[src/rtl/cacheline_adaptor_pkg.sv]
// Shared widths, types and FSM state encoding for the cacheline adaptor.
// One 256-bit cache line moves as four 64-bit memory beats.
package cacheline_adaptor_pkg;

    localparam int LINE_W      = 256;
    localparam int BURST_W     = 64;
    localparam int ADDR_W      = 32;
    localparam int BEATS       = LINE_W / BURST_W;
    localparam int OFFSET_BITS = $clog2(LINE_W / 8);
    localparam int CNT_W       = $clog2(BEATS);

    typedef logic [LINE_W-1:0]  line_t;
    typedef logic [BURST_W-1:0] burst_t;
    typedef logic [ADDR_W-1:0]  addr_t;

    typedef enum logic [2:0] {
        IDLE     = 3'd0,
        RD_BURST = 3'd1,
        RD_DONE  = 3'd2,
        WR_BURST = 3'd3,
        WR_DONE  = 3'd4
    } adaptor_state_t;

    localparam addr_t LINE_ADDR_MASK = ~addr_t'((1 << OFFSET_BITS) - 1);

endpackage

[src/rtl/cacheline_adaptor.sv]
// Converts one full-line read/write request from the arbiter into a fixed
// four-beat burst toward main memory, returning a single-cycle completion.
//
// state    | meaning
// ---------+-------------------------------------------------------------
// IDLE     | waiting for a request; write_i wins over read_i
// RD_BURST | read_o high, capture beats on resp_i; one drain cycle after
// RD_DONE  | resp_o pulse, assembled line presented on line_o
// WR_BURST | write_o high, present beats on burst_o; one drain cycle after
// WR_DONE  | resp_o pulse
module cacheline_adaptor
    import cacheline_adaptor_pkg::*;
(
    input  logic               clk,
    input  logic               rst,
    input  logic [LINE_W-1:0]  line_i,
    output logic [LINE_W-1:0]  line_o,
    input  logic [ADDR_W-1:0]  address_i,
    input  logic               read_i,
    input  logic               write_i,
    output logic               resp_o,
    input  logic [BURST_W-1:0] burst_i,
    output logic [BURST_W-1:0] burst_o,
    output logic [ADDR_W-1:0]  address_o,
    output logic               read_o,
    output logic               write_o,
    input  logic               resp_i
);

    adaptor_state_t   state_q, state_d;
    logic [CNT_W-1:0] cnt_q;
    logic             last_q;
    addr_t            addr_q;
    line_t            buf_q;
    line_t            line_q;
    logic             in_burst;
    logic             beat_fire;

    assign in_burst  = (state_q == RD_BURST) || (state_q == WR_BURST);
    // last_q marks the drain cycle after the final beat; no further beats are taken
    assign beat_fire = in_burst && !last_q && resp_i;

    always_ff @(posedge clk) begin
        if (rst) begin
            state_q <= IDLE;
        end else begin
            state_q <= state_d;
        end
    end

    always_comb begin
        state_d = state_q;
        case (state_q)
            IDLE: begin
                if (write_i) begin
                    state_d = WR_BURST;
                end else if (read_i) begin
                    state_d = RD_BURST;
                end
            end
            RD_BURST: if (last_q) state_d = RD_DONE;
            RD_DONE:  state_d = IDLE;
            WR_BURST: if (last_q) state_d = WR_DONE;
            WR_DONE:  state_d = IDLE;
            default:  state_d = IDLE;
        endcase
    end

    always_comb begin
        resp_o  = 1'b0;
        read_o  = 1'b0;
        write_o = 1'b0;
        burst_o = '0;
        case (state_q)
            RD_BURST: read_o = !last_q;
            WR_BURST: begin
                write_o = !last_q;
                if (!last_q) begin
                    burst_o = buf_q[int'(cnt_q)*BURST_W +: BURST_W];
                end
            end
            RD_DONE,
            WR_DONE:  resp_o = 1'b1;
            default:  resp_o = 1'b0;
        endcase
    end

    always_ff @(posedge clk) begin
        if (rst) begin
            cnt_q  <= '0;
            last_q <= 1'b0;
            addr_q <= '0;
            buf_q  <= '0;
            line_q <= '0;
        end else begin
            if (state_q == IDLE) begin
                if (write_i) begin
                    addr_q <= address_i;
                    buf_q  <= line_i;
                    cnt_q  <= '0;
                    last_q <= 1'b0;
                end else if (read_i) begin
                    addr_q <= address_i;
                    cnt_q  <= '0;
                    last_q <= 1'b0;
                end
            end
            if (beat_fire) begin
                cnt_q <= cnt_q + CNT_W'(1);
                if (cnt_q == CNT_W'(BEATS - 1)) begin
                    last_q <= 1'b1;
                end
                if (state_q == RD_BURST) begin
                    buf_q[int'(cnt_q)*BURST_W +: BURST_W] <= burst_i;
                end
            end
            // line_o only changes when a read completes, so it holds across writes
            if ((state_q == RD_BURST) && last_q) begin
                line_q <= buf_q;
            end
        end
    end

    assign address_o = addr_q & LINE_ADDR_MASK;
    assign line_o    = line_q;

endmodule

[config.mk]
export PLATFORM = sky130hd
export DESIGN_NAME = cacheline_adaptor
export DESIGN_NICKNAME = d
export VERILOG_FILES = /design/src/rtl/cacheline_adaptor_pkg.sv /design/src/rtl/cacheline_adaptor.sv
export SDC_FILE = /design/constraint.sdc
export NUM_CORES = 1
export LEC_CHECK = 0
export CORE_UTILIZATION = 25
export CTS_CLUSTER_SIZE = 16
export DETAILED_ROUTE_END_ITERATION = 8
export GPL_TIMING_DRIVEN = 1
export HOLD_SLACK_MARGIN = 0.08
export PLACE_DENSITY_LB_ADDON = 0.05
export SYNTH_ARGS = -nofsm -noshare
export SYNTH_HDL_FRONTEND = slang
export SYNTH_SLANG_ARGS = --single-unit
[constraint.sdc]
create_clock -name clk -period 3.55 [get_ports clk]
set_clock_uncertainty 0.2 [all_clocks]
set_input_delay 0.71 -clock clk [delete_from_list [all_inputs] [get_ports clk]]
set_output_delay 0.71 -clock clk [all_outputs]
set_load 0.02 [all_outputs]
==> flow_metrics.py <==
metrics = {
    "die": {
        "fp.dieH_um": 324,
        "core.rowCount": 117,
        "die-area_sq_um": 105000,
        "start_util_pct": 25.4,
        "die_x_um": 324,
        "core_area_sq_um": 102000,
        "pin_count": 712,
    },
    "layout": {
        "multiInputGateArea_sq_um": 13700,
        "layout-drive-gt1-share_pct": 14.9,
        "fillers": 10400,
        "nets": 3849,
        "regArea_sq_um": 10900,
        "final_cells": 4917,
        "areaGrowthSynthToFinish_pct": 41.9,
    },
    "flow_run": {
        "maxCapViolCount": 0,
    },
    "worst_setup_path": {
        "cp-end-kind": "output port",
        "cpMaxStageDelayCell": "clkdlybuf4s50_1",
        "timing.rr.start": "cnt_q[1]",
        "critPathTopFamily": "buffers and inverters",
        "path_max_fanout": 18,
        "worst-path-stages": 4,
        "critical_path_arrival_ns": 2.55,
        "reg2reg_slack_ns": 0.42,
        "rr_worst_depth": 7,
        "cp_slowest_stage_delay_ns": 0.55,
        "cp-start-kind": "register",
        "endpoint": "burst_o[11]",
        "required_ns": 2.64,
        "critPathKind": "reg2out",
        "crit_chain": "buf_12 -> mux4_2 -> nor2b_1 -> clkdlybuf4s50_1",
        "crit_start": "cnt_q[0]",
        "r2r-end": "buf_q[44]",
        "path_buf_inv": 2,
    },
    "route": {
        "drt-initial-drc-count": 1861,
        "routed_via_density": 5.25,
        "drc": 0,
        "wl_mm": 133,
        "drt_pass1_iterations": 7,
        "wl_per_cell_um": 27.1,
        "antenna_left": 0,
        "vias": 25800,
    },
    "cts": {
        "numCtsBuffers": 70,
        "cts_tree": "yes",
        "cts-root-buf": "clkbuf_16",
        "htree_num_levels": 3,
        "postCtsHoldBufs": 0,
        "clock_sinks": 545,
        "worstSkewPairLatency_ns": 0.64,
        "clk_pin_slew_ns": 0.05,
        "cts_buffer_depth": 3,
    },
    "logic_synthesis": {
        "ys_seq_area_share_pct": 42.0,
        "ys_top_cells_by_area": "dfxtp_1 42%, nand2_1 15%, a311oi_2 13%",
        "yosys-top-cells-count": "1030 x nand2_1, 545 x dfxtp_1, 287 x a21oi_1",
        "synth_top_area_share_pct": 42.0,
        "syn_avg_cell_area_sq_um": 8.81,
        "ys_async_sr_fraction_pct": 0,
        "synth_edf_count": 0,
        "synth_area_sq_um": 26000,
        "synthesis.yosys.warnings": 0,
        "syn_inst": 2947,
        "ys_seq_elements": 545,
        "synth_cell_types": 41,
        "yosysMostFrequentCell": "nand2_1",
        "synth_ff_type": "dfxtp_1",
        "yosys.area.top_type": "dfxtp_1",
    },
    "timing": {
        "worst_pin_slew_ns": 0.986,
        "post-route-period-util_pct": 97.5,
        "layout_setup_ws_ns": 0.0881,
        "rsz0062_at_grt": "no",
        "timing.setup.tns_ns": 0,
        "slew_violations": 0,
        "slew_headroom_pct": 34.2,
        "fmax_mhz": 289,
        "setup_viol": 0,
        "final-hold-violation-count": 0,
        "min_period_ns": 3.46,
    },
    "placed_design": {
        "pre_cts_slack_ns": 0.455,
        "gp_congestion": 0.836,
        "port_buffers": 701,
        "placed_cells": 4776,
        "dpl.hpwl_mm": 86.7,
    },
    "grt": {
        "grt_pass1_vias": 26400,
        "overflow": 0,
        "grt_antenna_before_repair": 29,
        "grt_use_total_pct": 24.5,
        "grt_max_degree": 134,
        "grt_pass1_wl_mm": 193,
    },
    "status": {
        "status": "finished, final reports clean",
    },
    "min_path": {
        "min_path_type": "reg2reg",
    },
    "pwr": {
        "leakage_nw": 11.7,
        "cellPowerDensity_nw_per_um2": 438,
        "peakVddDrop_uv": 299,
    },
}
-- how the worst min path moves through the flow --
stage | from | to | cells after the start
final | line_o[65] | line_o[65] | 2
after global routing | line_o[22] | line_o[22] | 2
after CTS | buf_q[99] | line_o[99] | 2
after detailed placement | line_o[10] | line_o[10] | 2
after global placement | line_o[65] | line_o[65] | 2
after floorplan | buf_q[128] | line_o[128] | 2
-- area by class of cell --
| cell class | instances | share of cell area [%] |
|---|---|---|
| antenna | 17 | 0.115 |
| clock buffer | 102 | 5.57 |
| clock inverter | 16 | 0.353 |
| inverter | 4 | 0.0407 |
| multi-input combinational | 2063 | 37.1 |
| sequential | 545 | 29.6 |
| tap | 1368 | 4.64 |
| timing repair buffer | 802 | 22.5 |
-- sequential cells by signal (all words and copies together) (netlist names) --
name	count
addr_q	27
line_o	256
state_q	3
cnt_q	2
buf_q	256
last_q	1
-- cells in the final DEF, fill, tap and decap left out, types with 64 or more instances in the layout --
cell and count:
a211oi_1 168, a21oi_1 287, a311oi_1 112, a311oi_2 230, clkbuf_16 72, clkdlybuf4s50_1 644
dfxtp_1 542, mux4_2 64, nand2_1 1026, nor2b_1 65
-- cells by family after synthesis --
| logic type | Yosys count | synth area share (%) |
|---|---|---|
| buffers and inverters | 343 | 5.99 |
| AND/OR/NAND/NOR | 1156 | 17.9 |
| adder cells (fa/ha/maj) | 6 | 0.289 |
| XOR/XNOR | 2 | 0.0675 |
| AO/OA/AOI/OAI | 830 | 28.2 |
| flip-flops | 545 | 42.0 |
| multiplexers | 64 | 5.55 |
| other | 1 | 0.0144 |
-- power breakdown --
group          total [W]  switching [W]  internal, W
combinational    0.00250        0.00141      0.00109
sequential       0.00664       0.000249      0.00639
clock            0.00699        0.00292      0.00407
total             0.0161        0.00458       0.0116
-- routing by layer --
layer | GRT usage [%] | wire length (um) | up-vias | share of wire [%]
met3 | 5.47 | 8780 | 202 | 6.6
met5 | 0 | 100 | - | 0.075
li1 | - | - | 11700 | -
met2 | 39.5 | 62600 | 1077 | 47
met4 | 8.13 | 3540 | 16 | 2.7
met1 | 32.2 | 58100 | 12800 | 44
-- repair_timing --
action	CTS	global route
buffers inserted	5	0
gates cloned	1	0
setup endpoints to repair	65	5
gates resized for setup	54	5
-- worst reg2reg max path, delay by kind of cell, from the launching register on --
kind	cells	cell delay (ns)
buffers and inverters	3	0.91
AOI/OAI and AO/OA	2	0.51
adders and majority gates	1	0.50
DFF	1	0.47
and+or+nand+nor	1	0.45
-- through the flow --
stage          util [%]  cell area [sq um]  total power, W  hold WS (ns)
2_1_floorplan         -              26000         0.00800         0.242
3_3_place_gp       33.8              34600         0.00923         0.245
3_5_place_dp       33.8              34600         0.00925         0.247
4_1_cts            36.0              36800          0.0163         0.255
5_1_grt            36.0              36800          0.0167         0.268
6_report           36.0              36900          0.0161         0.252
(Power assumes the default switching activity.)
